File: config.mk
export PLATFORM = sky130hd
export DESIGN_NAME = tree_router_node
export DESIGN_NICKNAME = d
export VERILOG_FILES = /design/src/rtl/tree_router_node.sv
export SDC_FILE = /design/constraint.sdc
export NUM_CORES = 2
export LEC_CHECK = 0
export ABC_AREA = 1
export CAP_MARGIN = 20
export CORE_UTILIZATION = 55
export CTS_BUF_LIST = sky130_fd_sc_hd__clkbuf_8
export DETAILED_ROUTE_END_ITERATION = 12
export PLACE_DENSITY = 0.89
export SLEW_MARGIN = 20
export SYNTH_ARGS = -nofsm -noshare
export SYNTH_HDL_FRONTEND = slang
export SYNTH_SLANG_ARGS = --single-unit
File: constraint.sdc
create_clock -name clk -period 10.23 [get_ports clk]
set_input_delay 3.069 -clock clk [delete_from_list [all_inputs] [get_ports clk]]
set_output_delay 3.069 -clock clk [all_outputs]
set_load 0.02 [all_outputs]
File: src/rtl/tree_router_node.sv
// One level of the quadtree PE interconnect: parent port plus NUM_CHILD child ports,
// per-port input FIFOs, credit backpressure, unicast/broadcast down, round-robin merge up.
module tree_router_node #(
    parameter int FLIT_WIDTH    = 64,
    parameter int NUM_CHILD     = 4,
    parameter int FIFO_DEPTH    = 4,
    parameter int ADDR_WIDTH    = 6,
    parameter int CHILD_SEL_LSB = 4
) (
    input  logic                            clk,
    input  logic                            rst_n,
    input  logic                            p_in_valid,
    input  logic [FLIT_WIDTH-1:0]           p_in_data,
    output logic                            p_out_valid,
    output logic [FLIT_WIDTH-1:0]           p_out_data,
    input  logic                            p_downstream_credit,
    output logic                            p_upstream_credit,
    input  logic [NUM_CHILD-1:0]            c_in_valid,
    input  logic [NUM_CHILD*FLIT_WIDTH-1:0] c_in_data,
    output logic [NUM_CHILD-1:0]            c_out_valid,
    output logic [NUM_CHILD*FLIT_WIDTH-1:0] c_out_data,
    input  logic [NUM_CHILD-1:0]            c_downstream_credit,
    output logic [NUM_CHILD-1:0]            c_upstream_credit,
    output logic                            err_overflow,
    output logic                            err_route,
    output logic                            idle
);

    localparam int CW = $clog2(NUM_CHILD);
    localparam int PW = $clog2(FIFO_DEPTH);
    localparam logic [PW:0] CRED_MAX = (PW+1)'(FIFO_DEPTH);
    localparam logic [PW:0] ONE      = (PW+1)'(1);
    localparam int TGT_LSB = FLIT_WIDTH - 2 - ADDR_WIDTH + CHILD_SEL_LSB;

    typedef enum logic [1:0] {
        RT_UNICAST = 2'b00,
        RT_BCAST   = 2'b01,
        RT_UP      = 2'b10,
        RT_RSVD    = 2'b11
    } route_t;

    logic [FLIT_WIDTH-1:0] p_mem [FIFO_DEPTH];
    logic [FLIT_WIDTH-1:0] c_mem [NUM_CHILD][FIFO_DEPTH];
    logic [PW:0]           p_wr, p_rd;
    logic [PW:0]           c_wr [NUM_CHILD];
    logic [PW:0]           c_rd [NUM_CHILD];
    logic [PW:0]           p_credit;
    logic [PW:0]           c_credit [NUM_CHILD];
    logic [CW-1:0]         last_grant;

    logic                  p_empty, p_full, p_at_max;
    logic [NUM_CHILD-1:0]  c_empty, c_full, c_has_credit, c_at_max;
    logic [FLIT_WIDTH-1:0] p_head, up_head;
    route_t                route;
    logic [CW-1:0]         tgt;
    logic                  p_pop, rsvd_pop;
    logic [NUM_CHILD-1:0]  c_send, c_pop;
    logic [CW-1:0]         rr_idx, up_sel;
    logic                  up_found, up_go;
    logic                  ovf_evt, route_evt;

    always_comb begin
        p_empty      = (p_wr == p_rd);
        p_full       = (p_wr[PW] != p_rd[PW]) && (p_wr[PW-1:0] == p_rd[PW-1:0]);
        p_at_max     = (p_credit == CRED_MAX);
        c_empty      = '0;
        c_full       = '0;
        c_has_credit = '0;
        c_at_max     = '0;
        for (int unsigned i = 0; i < NUM_CHILD; i++) begin
            c_empty[i]      = (c_wr[i] == c_rd[i]);
            c_full[i]       = (c_wr[i][PW] != c_rd[i][PW]) && (c_wr[i][PW-1:0] == c_rd[i][PW-1:0]);
            c_has_credit[i] = (c_credit[i] != '0);
            c_at_max[i]     = (c_credit[i] == CRED_MAX);
        end
    end

    assign p_head = p_mem[p_rd[PW-1:0]];
    assign route  = route_t'(p_head[FLIT_WIDTH-1 -: 2]);
    assign tgt    = p_head[TGT_LSB +: CW];

    // Broadcast and upward heads wait until every child can accept; never a partial send.
    always_comb begin
        p_pop    = 1'b0;
        rsvd_pop = 1'b0;
        c_send   = '0;
        if (!p_empty) begin
            unique case (route)
                RT_UNICAST: begin
                    if (c_has_credit[tgt]) begin
                        p_pop       = 1'b1;
                        c_send[tgt] = 1'b1;
                    end
                end
                RT_BCAST, RT_UP: begin
                    if (&c_has_credit) begin
                        p_pop  = 1'b1;
                        c_send = '1;
                    end
                end
                RT_RSVD: begin
                    p_pop    = 1'b1;
                    rsvd_pop = 1'b1;
                end
            endcase
        end
    end

    // Round-robin search starts one past the last grant; off == NUM_CHILD wraps to last_grant.
    always_comb begin
        rr_idx   = '0;
        up_found = 1'b0;
        up_sel   = '0;
        for (int unsigned off = 1; off <= NUM_CHILD; off++) begin
            rr_idx = last_grant + CW'(off);
            if (!up_found && !c_empty[rr_idx]) begin
                up_found = 1'b1;
                up_sel   = rr_idx;
            end
        end
        up_go = up_found && (p_credit != '0);
        c_pop = '0;
        if (up_go) c_pop[up_sel] = 1'b1;
    end

    assign up_head = c_mem[up_sel][c_rd[up_sel][PW-1:0]];

    assign ovf_evt   = (p_in_valid && p_full) || (|(c_in_valid & c_full));
    assign route_evt = rsvd_pop
                    || (p_downstream_credit && !up_go && p_at_max)
                    || (|(c_downstream_credit & ~c_send & c_at_max));

    always_ff @(posedge clk) begin
        if (p_in_valid && !p_full) p_mem[p_wr[PW-1:0]] <= p_in_data;
        for (int unsigned i = 0; i < NUM_CHILD; i++) begin
            if (c_in_valid[i] && !c_full[i])
                c_mem[i][c_wr[i][PW-1:0]] <= c_in_data[i*FLIT_WIDTH +: FLIT_WIDTH];
        end
    end

    always_ff @(posedge clk or negedge rst_n) begin
        if (!rst_n) begin
            p_wr              <= '0;
            p_rd              <= '0;
            p_credit          <= CRED_MAX;
            last_grant        <= '1;
            for (int unsigned i = 0; i < NUM_CHILD; i++) begin
                c_wr[i]     <= '0;
                c_rd[i]     <= '0;
                c_credit[i] <= CRED_MAX;
            end
            p_out_valid       <= 1'b0;
            p_out_data        <= '0;
            p_upstream_credit <= 1'b0;
            c_out_valid       <= '0;
            c_out_data        <= '0;
            c_upstream_credit <= '0;
            err_overflow      <= 1'b0;
            err_route         <= 1'b0;
        end else begin
            if (p_in_valid && !p_full) p_wr <= p_wr + ONE;
            if (p_pop) p_rd <= p_rd + ONE;
            case ({up_go, p_downstream_credit})
                2'b10:   p_credit <= p_credit - ONE;
                2'b01:   if (!p_at_max) p_credit <= p_credit + ONE;
                default: ;
            endcase
            for (int unsigned i = 0; i < NUM_CHILD; i++) begin
                if (c_in_valid[i] && !c_full[i]) c_wr[i] <= c_wr[i] + ONE;
                if (c_pop[i]) c_rd[i] <= c_rd[i] + ONE;
                case ({c_send[i], c_downstream_credit[i]})
                    2'b10:   c_credit[i] <= c_credit[i] - ONE;
                    2'b01:   if (!c_at_max[i]) c_credit[i] <= c_credit[i] + ONE;
                    default: ;
                endcase
                if (c_send[i]) c_out_data[i*FLIT_WIDTH +: FLIT_WIDTH] <= p_head;
            end
            if (up_go) begin
                last_grant <= up_sel;
                p_out_data <= up_head;
            end
            p_out_valid       <= up_go;
            c_out_valid       <= c_send;
            p_upstream_credit <= p_pop;
            c_upstream_credit <= c_pop;
            err_overflow      <= err_overflow | ovf_evt;
            err_route         <= err_route | route_evt;
        end
    end

    always_comb begin
        idle = p_empty && (&c_empty) && p_at_max && (&c_at_max)
            && !p_out_valid && (c_out_valid == '0);
    end

endmodule

==> results.yml <==
yosys:
  ys.warnings.count: 0
  synth_area_per_cell_um2: 10.7
  syn-cell-area_mm2: 0.0704
  ys_seq_elements: 1659
  synthArstFlopShare_pct: 22.8
  synth_edf_count: 1280
  synth_area_leaders: "edfxtp_1 (55%), dfrtp_1 (13%), nand2_1 (11%), nand3_1 (6.2%), nand3b_1 (4.1%)"
  synth_top_area_share_pct: 54.6
  synth_nets: 6937
  ys_types: 43
  synthFlopType: "edfxtp_1"
  ys_seq_area_share_pct: 68.1
  synth_top_area_cell: "edfxtp_1"
  synth_cells: 6573
critical_path:
  cp.required_ns: 7.16
  path_max_fanout: 62
  arrival_ns: 4.78
  setup.worst_path.class: "reg -> out"
  worstRegToRegCells: 18
  r2r_end: "p_out_data[1]"
  crit_start: "p_rd[0]"
  r2r_setup_slack_ns: 4.38
  setup.worst_path.end_class: "output port"
  worst_r2r_startpoint: "c_wr[7]"
  startpoint_type: "flip-flop"
hold_path:
  hold_path_end: "c_credit[2]"
  hp-class: "reg -> reg"
  min-delay-start: "c_credit[2]"
  min_path_cells: 2
run_status:
  status: "completed"
grt:
  antenna_found_initial: 80
  overflow: 0
  grt_pass1_vias: 53500
  grt.total_usage_pct: 32.5
  grt_pass1_wl_um: 318000
  grt_start_max_net_pins: 265
clock_tree:
  root_buffer: "clkbuf_8"
  cts_buffers: 278
  cts.path.max_buffers: 4
  cts.clk_slew.worst_paths_ns: 0.06
  cts_max_level: 5
  cts_setup_buffers: 0
  cts_tree: "yes"
  clock_latency_ns: 1.01
  cts_hold_buf: 0
  ctsResizeCount: 0
  clock_sinks: 1659
detailed_routing:
  drtIter0Drc: 9424
  ant_nets: 0
  wl_per_cell_um: 23.8
  vias: 54500
  wl_um: 217000
  drt_drc_violations_left: 0
  dr.pass1.iters: 8
  viasPerCell: 5.98
cells_and_area:
  layout-drive-gt1-share_pct: 6.71
  final_nets: 7565
  syn_to_final_growth_pct: 18.5
  post-route-cell-area_mm2: 0.0834
  n_fill_cell: 8159
timing:
  clock.fmax_ghz: 0.127
  setup_viol: 0
  slew_violations: 0
  fin_setup_tns_ns: 0
  slew_headroom_pct: 18.0
  fin_skew_ns: 0.0945
  final_hold_viol_count: 0
  worstMarginPinSlew_ns: 1.23
  fin_crit_sh_pct: 76.8
  rsz0062_at_grt: "no"
  fin_crit_ns: 7.85
floorplanning:
  io_pins: 665
  die_h_um: 360
  start_util_pct: 55.8
  chipWidth_um: 360
  die_area_mm2: 0.129
  coreArea_mm2: 0.126
  row_count: 130
placed_design:
  place.port_buffers: 664
  globalplace.congestion: 0.898
  hpwl_um: 125000
  place_area_mm2: 0.0780
run:
  max_cap_violations: 0
metrics by stage:
stage               hold slack [ns]  utilization, %  setup slack (ns)  instances
floorplan                     0.442               -              3.75       6573
detailed placement            0.458            61.8              3.47       8568
finish                        0.464            66.1              2.38       9114
global route                  0.484            66.1              2.21       9100
CTS                           0.466            65.9              2.40       9049
global placement              0.453            61.8              3.54       8567
layout make-up:
cell class,instances,area (um^2),share of cell area (%)
flip-flops and latches,1659,47900,57.5
multi-input cells,3794,18000,21.6
repair buffers,727,7250,8.70
clock buffers,315,4340,5.20
inverters,741,2790,3.35
well taps,1650,2060,2.48
clock inverters,166,836,1.00
diodes,62,155,0.186
worst max path at each step:
stage               slack, ns          end
detailed placement       3.47         idle
floorplan                3.75  p_mem[3][0]
global placement         3.54         idle
CTS                      2.40         idle
finish                   2.38         idle
global route             2.21         idle
flip-flops by register name, indices dropped and copies added (netlist names):
register / count
c_mem: 1024
c_out_data: 256
p_mem: 256
p_out_data: 64
c_credit: 12
c_rd: 12
c_wr: 12
c_out_valid: 4
c_upstream_credit: 4
p_credit: 3
p_rd: 3
p_wr: 3
last_grant: 2
err_overflow: 1
err_route: 1
p_out_valid: 1
p_upstream_credit: 1
kinds of logic after synthesis:
logic type	Yosys count	share of synthesized area, %
muxes	1	0.0160
DFF	1659	68.1
adders and majority gates	32	0.622
and+or+nand+nor	3500	22.4
AOI/OAI and AO/OA	232	1.83
buffers and inverters	1120	6.65
xor gates and xnor gates	29	0.398
worst max-delay path, cell delays in order, from the launching register on:
cell and delay [ns]:
dfrtp_4 0.84, clkinv_2 0.82, nand2_1 0.25, nand4_1 0.17, nor2_1 0.23, nand3_1 0.13, nor4_1 0.64, clkdlybuf4s50_1 0.75
routing by layer:
| layer | routed length [um] | up-vias | GRT usage (%) |
|---|---|---|---|
| met2 | 101000 | 4671 | 50.8 |
| met4 | 14900 | 54 | 21.9 |
| met3 | 31600 | 1081 | 11.2 |
| li1 | - | 23100 | - |
| met1 | 69100 | 25600 | 38.1 |
| met5 | 345 | - | 0 |
synthesized netlist by cell type, types with 7 or more instances:
master / count
nor2_1: 171
dfstp_2: 7
nand2_2: 10
xor2_1: 25
nand2_1: 2039
a21oi_1: 12
clkbuf_1: 75
edfxtp_1: 1280
buf_4: 31
nand3b_1: 384
ha_1: 27
nor3_1: 8
inv_2: 22
inv_1: 719
buf_1: 9
o21ai_0: 145
nand3_1: 867
nand4_1: 11
dfrtp_1: 372
buf_2: 259
o22ai_1: 62
placed cells by master, fill, tap and decap left out, types with 11 or more instances in the layout:
cell type        netlist  routed
a21oi_1               12      11
buf_4                 31      53
clkbuf_8               0     315
clkdlybuf4s50_1        0     663
clkinv_1               0      28
clkinv_2               0      22
dfrtp_1              372     370
diode_2                0      62
edfxtp_1            1280    1280
ha_1                  27      27
inv_1                719     822
inv_2                 22      20
nand2_1             2039    2034
nand3_1              867     867
nand3b_1             384     384
nand4_1               11      11
nor2_1               171     151
nor2_4                 1      21
o21ai_0              145     145
o22ai_1               62      62
xor2_1                25      25
Power is left out: the tool's default activity adds up to more than one toggle a clock period on the data nets, which glitch-free logic cannot reach.
